**src/rtl/mem_stage.sv**
```systemverilog
// mem_stage: RV32I memory-access stage.
//   Takes the ALU result (effective address) and forwarded store data from
//   execute, issues at most one valid/ready data-memory request per
//   instruction, aligns store data into byte lanes, formats returning load
//   data, and registers the MEM/WB result. The pipeline is held with
//   mem_stall while an access is outstanding.
//
// Handshake: a request transfers on a rising edge where dmem_req_valid and
//   dmem_req_ready are both high; once valid is raised, dmem_addr, dmem_be,
//   dmem_wdata and dmem_we are held (the stall freezes the MEM inputs) until
//   that transfer. A load response is the single cycle with dmem_rsp_valid
//   high while waiting for it; dmem_rsp_valid at any other time is ignored.
//
// Ports:
//   clk, rst                         clock, synchronous active-high reset
//   mem_read, mem_write, funct3      access kind and size/sign
//   alu_result, mem_write_data       address / pass-through value, store data
//   reg_write, rd                    destination write control
//   mem_forward_value                alu_result, combinational
//   mem_stall                        hold upstream stages and MEM inputs
//   dmem_req_*, dmem_we/addr/be/wdata  request channel
//   dmem_rsp_valid, dmem_rdata       load response channel
//   wb_reg_write, wb_rd, wb_value, wb_misaligned  registered MEM/WB result
//   o_dbg_state                      current FSM state (0 IDLE,1 WAIT_ACK,2 WAIT_RSP)
module mem_stage #(
    parameter int XLEN = 32
) (
    input  logic            clk,
    input  logic            rst,
    input  logic            mem_read,
    input  logic            mem_write,
    input  logic [2:0]      funct3,
    input  logic [XLEN-1:0] alu_result,
    input  logic [XLEN-1:0] mem_write_data,
    input  logic            reg_write,
    input  logic [4:0]      rd,
    output logic [XLEN-1:0] mem_forward_value,
    output logic            mem_stall,
    output logic            dmem_req_valid,
    input  logic            dmem_req_ready,
    output logic            dmem_we,
    output logic [XLEN-1:0] dmem_addr,
    output logic [3:0]      dmem_be,
    output logic [XLEN-1:0] dmem_wdata,
    input  logic            dmem_rsp_valid,
    input  logic [XLEN-1:0] dmem_rdata,
    output logic            wb_reg_write,
    output logic [4:0]      wb_rd,
    output logic [XLEN-1:0] wb_value,
    output logic            wb_misaligned,
    output logic [1:0]      o_dbg_state
);

    typedef enum logic [1:0] {
        S_IDLE     = 2'd0,
        S_WAIT_ACK = 2'd1,
        S_WAIT_RSP = 2'd2
    } state_t;

    state_t r_state;
    state_t w_next_state;

    logic            w_mem_op;
    logic            w_is_word;
    logic            w_is_half;
    logic            w_unsigned;
    logic            w_misaligned;
    logic            w_access;
    logic            w_done;
    logic            w_req_valid;
    logic [1:0]      w_off;
    logic [7:0]      w_byte;
    logic [15:0]     w_half;
    logic [XLEN-1:0] w_load_fmt;

    // funct3[1] set means word; 011/110/111 therefore also act as word.
    assign w_off      = alu_result[1:0];
    assign w_mem_op   = mem_read | mem_write;
    assign w_is_word  = funct3[1];
    assign w_is_half  = (funct3[1:0] == 2'b01);
    assign w_unsigned = funct3[2] & ~funct3[1];

    // Only meaningful for memory instructions; a plain ALU op with an odd
    // result must still write its destination.
    assign w_misaligned = w_mem_op &
                          ((w_is_half & w_off[0]) | (w_is_word & (w_off != 2'b00)));
    assign w_access     = w_mem_op & ~w_misaligned;

    assign mem_forward_value = alu_result;

    // ---------------- request fields ----------------
    assign dmem_we   = mem_write;
    assign dmem_addr = {alu_result[XLEN-1:2], 2'b00};

    always_comb begin
        dmem_be    = 4'b1111;
        dmem_wdata = mem_write_data;
        if (w_is_word) begin
            dmem_be    = 4'b1111;
            dmem_wdata = mem_write_data;
        end else if (w_is_half) begin
            dmem_be    = w_off[1] ? 4'b1100 : 4'b0011;
            dmem_wdata = {2{mem_write_data[15:0]}};
        end else begin
            dmem_be    = 4'b0001 << w_off;
            dmem_wdata = {4{mem_write_data[7:0]}};
        end
    end

    // ---------------- load formatting ----------------
    always_comb begin
        w_byte = dmem_rdata[7:0];
        case (w_off)
            2'd0:    w_byte = dmem_rdata[7:0];
            2'd1:    w_byte = dmem_rdata[15:8];
            2'd2:    w_byte = dmem_rdata[23:16];
            default: w_byte = dmem_rdata[31:24];
        endcase
    end

    assign w_half = w_off[1] ? dmem_rdata[31:16] : dmem_rdata[15:0];

    always_comb begin
        w_load_fmt = dmem_rdata;
        if (w_is_word) begin
            w_load_fmt = dmem_rdata;
        end else if (w_is_half) begin
            w_load_fmt = w_unsigned ? {16'h0000, w_half} : {{16{w_half[15]}}, w_half};
        end else begin
            w_load_fmt = w_unsigned ? {24'h000000, w_byte} : {{24{w_byte[7]}}, w_byte};
        end
    end

    // ---------------- access FSM ----------------
    always_ff @(posedge clk) begin
        if (rst) begin
            r_state <= S_IDLE;
        end else begin
            r_state <= w_next_state;
        end
    end

    // w_done marks the cycle the current access retires; while rst is high
    // nothing is requested and nothing completes.
    always_comb begin
        w_next_state = r_state;
        w_req_valid  = 1'b0;
        w_done       = 1'b0;
        if (!rst) begin
            case (r_state)
                S_IDLE: begin
                    w_req_valid = w_access;
                    if (w_access) begin
                        if (!dmem_req_ready) begin
                            w_next_state = S_WAIT_ACK;
                        end else if (mem_write) begin
                            w_done = 1'b1;
                        end else begin
                            w_next_state = S_WAIT_RSP;
                        end
                    end
                end
                S_WAIT_ACK: begin
                    w_req_valid = 1'b1;
                    if (dmem_req_ready) begin
                        if (mem_write) begin
                            w_done       = 1'b1;
                            w_next_state = S_IDLE;
                        end else begin
                            w_next_state = S_WAIT_RSP;
                        end
                    end
                end
                S_WAIT_RSP: begin
                    if (dmem_rsp_valid) begin
                        w_done       = 1'b1;
                        w_next_state = S_IDLE;
                    end
                end
                default: begin
                    w_next_state = S_IDLE;
                end
            endcase
        end
    end

    assign dmem_req_valid = w_req_valid;
    assign mem_stall      = w_access & ~w_done;
    assign o_dbg_state    = r_state;

    // ---------------- MEM/WB register ----------------
    // A stalled cycle emits a bubble; rd/value simply hold.
    always_ff @(posedge clk) begin
        if (rst) begin
            wb_reg_write  <= 1'b0;
            wb_rd         <= 5'd0;
            wb_value      <= '0;
            wb_misaligned <= 1'b0;
        end else if (!mem_stall) begin
            wb_reg_write  <= reg_write & ~w_misaligned;
            wb_rd         <= rd;
            wb_value      <= mem_read ? w_load_fmt : alu_result;
            wb_misaligned <= w_misaligned;
        end else begin
            wb_reg_write  <= 1'b0;
            wb_misaligned <= 1'b0;
        end
    end

endmodule

```
**config.mk**
```make
export PLATFORM = sky130hd
export DESIGN_NAME = mem_stage
export DESIGN_NICKNAME = d
export VERILOG_FILES = /design/src/rtl/mem_stage.sv
export SDC_FILE = /design/constraint.sdc
export NUM_CORES = 1
export LEC_CHECK = 0
export BUFFER_PORTS_ARGS = -buffer_cell sky130_fd_sc_hd__buf_2
export CAP_MARGIN = 40
export CORE_ASPECT_RATIO = 1.1
export CORE_MARGIN = 3
export CORE_UTILIZATION = 35
export DETAILED_ROUTE_END_ITERATION = 10
export HOLD_SLACK_MARGIN = 0.06
export PLACE_DENSITY = 0.78
export SETUP_SLACK_MARGIN = 0.02
export SYNTH_ARGS = -nofsm -noshare
export SYNTH_HDL_FRONTEND = slang
export SYNTH_SLANG_ARGS = --single-unit
```
**constraint.sdc**
```tcl
create_clock -name clk -period 2.25 [get_ports clk]
set_input_delay 0.45 -clock clk [delete_from_list [all_inputs] [get_ports clk]]
set_output_delay 0.45 -clock clk [all_outputs]
set_load 0.1 [all_outputs]
```
==> flow_metrics.env, run 1 <==
export IMPL_syn_cell_area_um2=3410
export IMPL_clock_skew_ns=0.00402
export IMPL_synthXorXnorAreaFrac_pct=0
export IMPL_cp_end_kind="output port"
export IMPL_synth_top_family_by_area="compound AO/OA/AOI/OAI gates"
export IMPL_synth_cell_types=48
export IMPL_finalPower_mw=3.55
export IMPL_wl_per_cell_um=17.4
export IMPL_combPwrFrac_pct=62.9
export IMPL_cts_sinks=41
export IMPL_start_util_pct=36.1
export IMPL_synth_compound_area_share_pct=22.6
export IMPL_ant_nets=0
export IMPL_ys_ff_latch=41
export IMPL_switching_share_pct=56.7
export IMPL_drt_first_pass_iters=5
export IMPL_ctsHoldBuffers=0
export IMPL_synth_area_per_cell_um2=7.71
export IMPL_syn_inst=442
export IMPL_maxCapViolCount=0
export IMPL_via_per_inst=5.16
export IMPL_synthAdderAreaFrac_pct=0
export IMPL_final_setup_worst_slack_ns=0.253
export IMPL_p_per_area_nw_per_um2=731
export IMPL_syn_to_final_growth_pct=42.7
export IMPL_clkPwrFrac_pct=13.8
export IMPL_clkLatencyLatePin_ns=0.30
export IMPL_finalMaxSlewViolations=0
export IMPL_io_pins=255
export IMPL_multi_input_area_um2=1920
export IMPL_min_period_ns=2.00
export IMPL_path_max_fanout=15
export IMPL_clockRootBuffer="clkbuf_8"
export IMPL_synthFlopType="dfxtp_1"
export IMPL_pwr_share_seq_pct=23.3
export IMPL_ir_worst_vdd_uv=387
export IMPL_design_area_um2=4860
export IMPL_yosys_area_share_simple_pct=20.4
export IMPL_die_w_um=100
export IMPL_seq_area_um2=823
export IMPL_synth_area_mux_share_pct=10.4
export IMPL_die_height_um=109
export IMPL_cp_start_kind="primary input"
export IMPL_crit_type="in2out"
export IMPL_rows=37
export IMPL_fin_nets=724
export IMPL_numCtsBuffers=5
export IMPL_drt_total_wl_mm=12.7
export IMPL_final_util_pct=51.5
export IMPL_hold_viol=0
export IMPL_clkTransAtPathRegs_ns=0.07
export IMPL_fin_crit_sh_pct=88.8
export IMPL_clockBufferDepth=2
export IMPL_hold_class="in2reg"
export IMPL_postCtsSetupRepairBufs=0
export IMPL_p_int_mw=1.54
export IMPL_dp_cells=723
export IMPL_n_antenna_cell=0
export IMPL_cts_tree="yes"
export IMPL_core_um2=9440
export IMPL_cts_resized=0
export IMPL_grt_pass1_vias=3638
export IMPL_fill_cells=918
export IMPL_fin_tns_setup_ns=0
export IMPL_gr_usage_all_layers_pct=21.7
export IMPL_drive_above_1_share_pct=53.7
export IMPL_fin_worst_hold_slack_ns=0.337
export IMPL_setup_viol=0
export IMPL_drt_initial_drc_count=203
export IMPL_status="finished, final reports clean"
export IMPL_numPortBuffers=252
export IMPL_preCtsSetupSlack_ns=0.268
export IMPL_grt_overflow_total=0
export IMPL_ys_warn_count=0
export IMPL_crit_arrival_ns=1.55
export IMPL_drcViolationCount=0
export IMPL_worstPathRequired_ns=1.80
export IMPL_fmax_ghz=0.501
export IMPL_placed_area_um2=4780
export IMPL_rsz0062_at_grt="no"
export IMPL_vias=3770
export IMPL_synth_edf_count=0
export IMPL_place_congestion=0.875
export IMPL_dp_hpwl_mm=10.6
export IMPL_async_flop_share_pct=0
export IMPL_fin_cells=730
export IMPL_die_area_um2=11000
export IMPL_p_leak_nw=2.38
export IMPL_grt_max_degree=48
export IMPL_ys_seq_area_share_pct=24.1
export IMPL_grt_pass1_wl_mm=18.6
export IMPL_htreeDepth=2
export IMPL_switching_power_mw=2.02
export IMPL_antenna_found_initial=0
[Yosys cell counts, types with 9 or more instances]
library cell / instances / area [µm²]
buf_4: 76 / 571
nor3_1: 15 / 75.1
nand2_1: 53 / 199
mux2_2: 16 / 180
a21oi_1: 29 / 145
buf_2: 13 / 65.1
o31ai_1: 17 / 128
dfxtp_1: 41 / 821
nor2_1: 42 / 158
clkbuf_1: 9 / 33.8
o21ai_0: 13 / 65.1
inv_1: 11 / 41.3
nand2b_1: 9 / 56.3
mux2i_1: 13 / 130
a21oi_2: 10 / 87.6
[cell usage in the layout, fill, tap and decap left out, types with 4 or more instances in the layout]
master / netlist / layout
buf_2: 13 / 221
nand2_1: 53 / 53
nor2_1: 42 / 41
dfxtp_1: 41 / 39
buf_12: 0 / 31
a21oi_1: 29 / 29
o31ai_1: 17 / 17
mux2_2: 16 / 16
nor3_1: 15 / 15
buf_4: 76 / 14
mux2i_1: 13 / 13
inv_1: 11 / 11
a21oi_2: 10 / 10
nand2b_1: 9 / 9
nor3_2: 8 / 8
o21ai_4: 0 / 7
o221ai_1: 7 / 7
nor2b_1: 6 / 6
clkbuf_8: 0 / 6
o21ai_0: 13 / 5
a2bb2oi_1: 5 / 5
o211ai_1: 5 / 5
a32o_1: 5 / 5
o21ai_1: 3 / 4
[power groups by stage]
stage,Sequential (mW),Clock [mW],Combinational [mW]
after floorplan,1.32,0,1.31
after global placement,0.839,0,2.22
after detailed placement,0.845,0,2.24
after CTS,0.828,0.504,2.24
after global routing,0.834,0.527,2.31
final,0.827,0.492,2.24
[sequential cells by signal (all words and copies together), names as in the netlist]
name / count
wb_rd: 5
wb_value: 32
wb_reg_write: 1
wb_misaligned: 1
o_dbg_state: 2
[metal layers]
layer | track usage [%] | wire (µm)
met1 | 23.2 | 4530
met2 | 41.8 | 6650
met3 | 5.46 | 1240
met4 | 6.74 | 306
met5 | 0 | 0
[path summary, 6_finish.rpt]
check	start	to	slack, ns	cells after the start
worst max-delay path	alu_result[0]	mem_stall	0.25	6
worst min register to register	wb_rd[2]	wb_rd[2]	0.46	2
worst min-delay path	dmem_req_ready	o_dbg_state[0]	0.34	2
worst max register to register	o_dbg_state[0]	wb_value[30]	0.64	6
[area by class of cell]
| type | count | share of cell area, % |
|---|---|---|
| well taps | 117 | 3.01 |
| clock buffers | 7 | 1.78 |
| inverters | 13 | 1.06 |
| repair buffers | 266 | 37.7 |
| multi-input cells | 286 | 39.6 |
| flip-flops and latches | 41 | 16.9 |
[kinds of logic (layout without fill, tap and decap cells)]
group                  count (synthesis)  after routing
AO/OA/AOI/OAI                        110            110
flip-flops                            41             41
other                                  1              2
buffers and inverters                116            286
AND/OR/NAND/NOR                      143            143
multiplexers                          31             31
[worst max-delay path, stage by stage]
cell      delay, ns
buf_2          0.18
o21ai_2        0.16
o211ai_2       0.15
a21o_1         0.22
inv_4          0.17
buf_12         0.20
Power figures use the tool's default switching activity.
==> inputs of run 2 (changes only) <==
Settings changed: BUFFER_PORTS_ARGS -buffer_cell sky130_fd_sc_hd__buf_2 to unset, DONT_BUFFER_PORTS set to 1, PLACE_DENSITY 0.78 to 0.47.
==> run 2 against run 1 <==
Effect of this change: hold slack worse by 0.12 ns; combinational power is 40% lower; die area stayed put; largest cell class unchanged; critical path depth is 4 lower; final cell count is 28% lower; wire length is 12% lower.
==> flow_metrics.env, run 2 (synthesized netlist as in run 1, its figures left out) <==
export IMPL_crit_path_top_delay_cell="mux2_2"
export IMPL_ctsHoldBuffers=0
export IMPL_grt_overflow_total=0
export IMPL_rsz0062_at_grt="no"
export IMPL_grt_pass1_wl_mm=16.5
export IMPL_drt_first_pass_iters=4
export IMPL_path_cells="nor2_2 > mux2_2"
export IMPL_multi_input_area_um2=1930
export IMPL_cp_buffers_inverters=0
export IMPL_crit_arrival_ns=1.52
export IMPL_postCtsSetupRepairBufs=0
export IMPL_largest_register="wb_value"
export IMPL_cp_end_kind="output port"
export IMPL_maxCapViolCount=0
export IMPL_rows=37
export IMPL_syn_to_final_growth_pct=2.39
export IMPL_critical_path_top_delay_family="multiplexers"
export IMPL_p_int_mw=1.32
export IMPL_worstPathRequired_ns=1.80
export IMPL_clockRootBuffer="clkbuf_8"
export IMPL_worstMarginPinSlew_ns=0.542
export IMPL_status="finished, final reports clean"
export IMPL_fill_cells=1039
export IMPL_switching_share_pct=50.0
export IMPL_ant_nets=0
export IMPL_drt_total_wl_mm=11.2
export IMPL_path_max_fanout=70
export IMPL_crit_path_start="funct3[1]"
export IMPL_worstHoldStart="rst"
export IMPL_switching_power_mw=1.32
export IMPL_finalMaxSlewViolations=0
export IMPL_layout_common_cells="58 x buf_4, 53 x nand2_1, 41 x nor2_1"
export IMPL_min_period_ns=1.97
export IMPL_die_height_um=109
export IMPL_clockBufferDepth=2
export IMPL_slew_headroom_pct=64.1
export IMPL_fin_tns_setup_ns=0
export IMPL_place_congestion=0.816
export IMPL_r2r_start="o_dbg_state[0]"
export IMPL_mostFrequentLayoutCell="buf_4"
export IMPL_clkPwrFrac_pct=18.7
export IMPL_drive_above_1_share_pct=30.3
export IMPL_die_area_um2=11000
export IMPL_setup_viol=0
export IMPL_largest_register_ffs=32
export IMPL_p_leak_nw=1.41
export IMPL_die_w_um=100
export IMPL_antenna_found_initial=1
export IMPL_clock_skew_ns=0.00502
export IMPL_pwr_share_seq_pct=30.7
export IMPL_grt_max_degree=71
export IMPL_fin_crit_sh_pct=87.6
export IMPL_cts_resized=0
export IMPL_vias=2868
export IMPL_cts_sinks=41
export IMPL_combPwrFrac_pct=50.7
export IMPL_n_antenna_cell=0
export IMPL_drcViolationCount=0
export IMPL_dp_hpwl_mm=8.70
export IMPL_drt_initial_drc_count=188
export IMPL_hold_class="in2reg"
export IMPL_grt_pass1_vias=2866
export IMPL_core_um2=9440
export IMPL_p_per_area_nw_per_um2=758
export IMPL_htreeDepth=2
export IMPL_numCtsBuffers=5
export IMPL_crit_type="in2out"
export IMPL_hold_viol=0
export IMPL_wl_per_cell_um=21.4
export IMPL_placed_area_um2=3400
export IMPL_seq_area_um2=823
export IMPL_fmax_ghz=0.508
export IMPL_ir_worst_vdd_uv=327
export IMPL_clkTransAtPathRegs_ns=0.08
export IMPL_clkLatencyLatePin_ns=0.28
export IMPL_cts_tree="yes"
export IMPL_gr_usage_all_layers_pct=19.5
export IMPL_design_area_um2=3490
export IMPL_io_pins=255
export IMPL_cp_start_kind="primary input"
export IMPL_via_per_inst=5.48
export IMPL_fin_nets=517
export IMPL_slowest_delay_ns=0.62
export IMPL_start_util_pct=36.1
export IMPL_numPortBuffers=0
[run 2: cell count changes in the layout (fill, tap and decap cells not counted), sizes merged]
cell	previous run	this run
buf	266	59
[run 2: worst paths after layout]
check / to / slack (ns) / depth (start not counted)
min reg2reg: wb_rd[4] / 0.46 / 2
max reg2reg: wb_value[31] / 0.62 / 6
min: wb_rd[0] / 0.22 / 1
max: dmem_wdata[14] / 0.28 / 2
[run 2: final cells by class]
class,count,share of cell area (%)
Tap cell,117,4.20
Timing Repair Buffer,59,13.1
Clock buffer,7,2.47
Inverter,13,1.47
Sequential cell,41,23.6
Multi-Input combinational cell,286,55.2
[run 2: per-stage QoR]
step	power (mW)	utilization (%)	setup slack, ns	cells	hold slack [ns]
2_1_floorplan	2.63	-	-0.519	443	0.522
3_3_place_gp	2.17	36.0	0.366	516	0.440
3_5_place_dp	2.18	36.0	0.305	516	0.447
4_1_cts	2.69	37.0	0.314	523	0.206
5_1_grt	2.76	37.0	0.279	523	0.198
6_report	2.65	37.0	0.280	523	0.220
[run 2: power by group through the flow]
stage          clock, mW  combinational, mW  sequential, mW
3_3_place_gp           0               1.34           0.828
5_1_grt            0.549               1.40           0.818
6_report           0.494               1.34           0.811
2_1_floorplan          0               1.31            1.32
3_5_place_dp           0               1.35           0.829
4_1_cts            0.522               1.35           0.812
[run 2: metal layers]
layer / share of wire, % / track usage (%) / vias to the layer above
met5: 0.063 / 0 / -
met4: 0.79 / 3.56 / 2
met3: 11 / 6.85 / 13
met2: 51 / 35.8 / 166
met1: 37 / 22.0 / 1306
li1: - / - / 1381
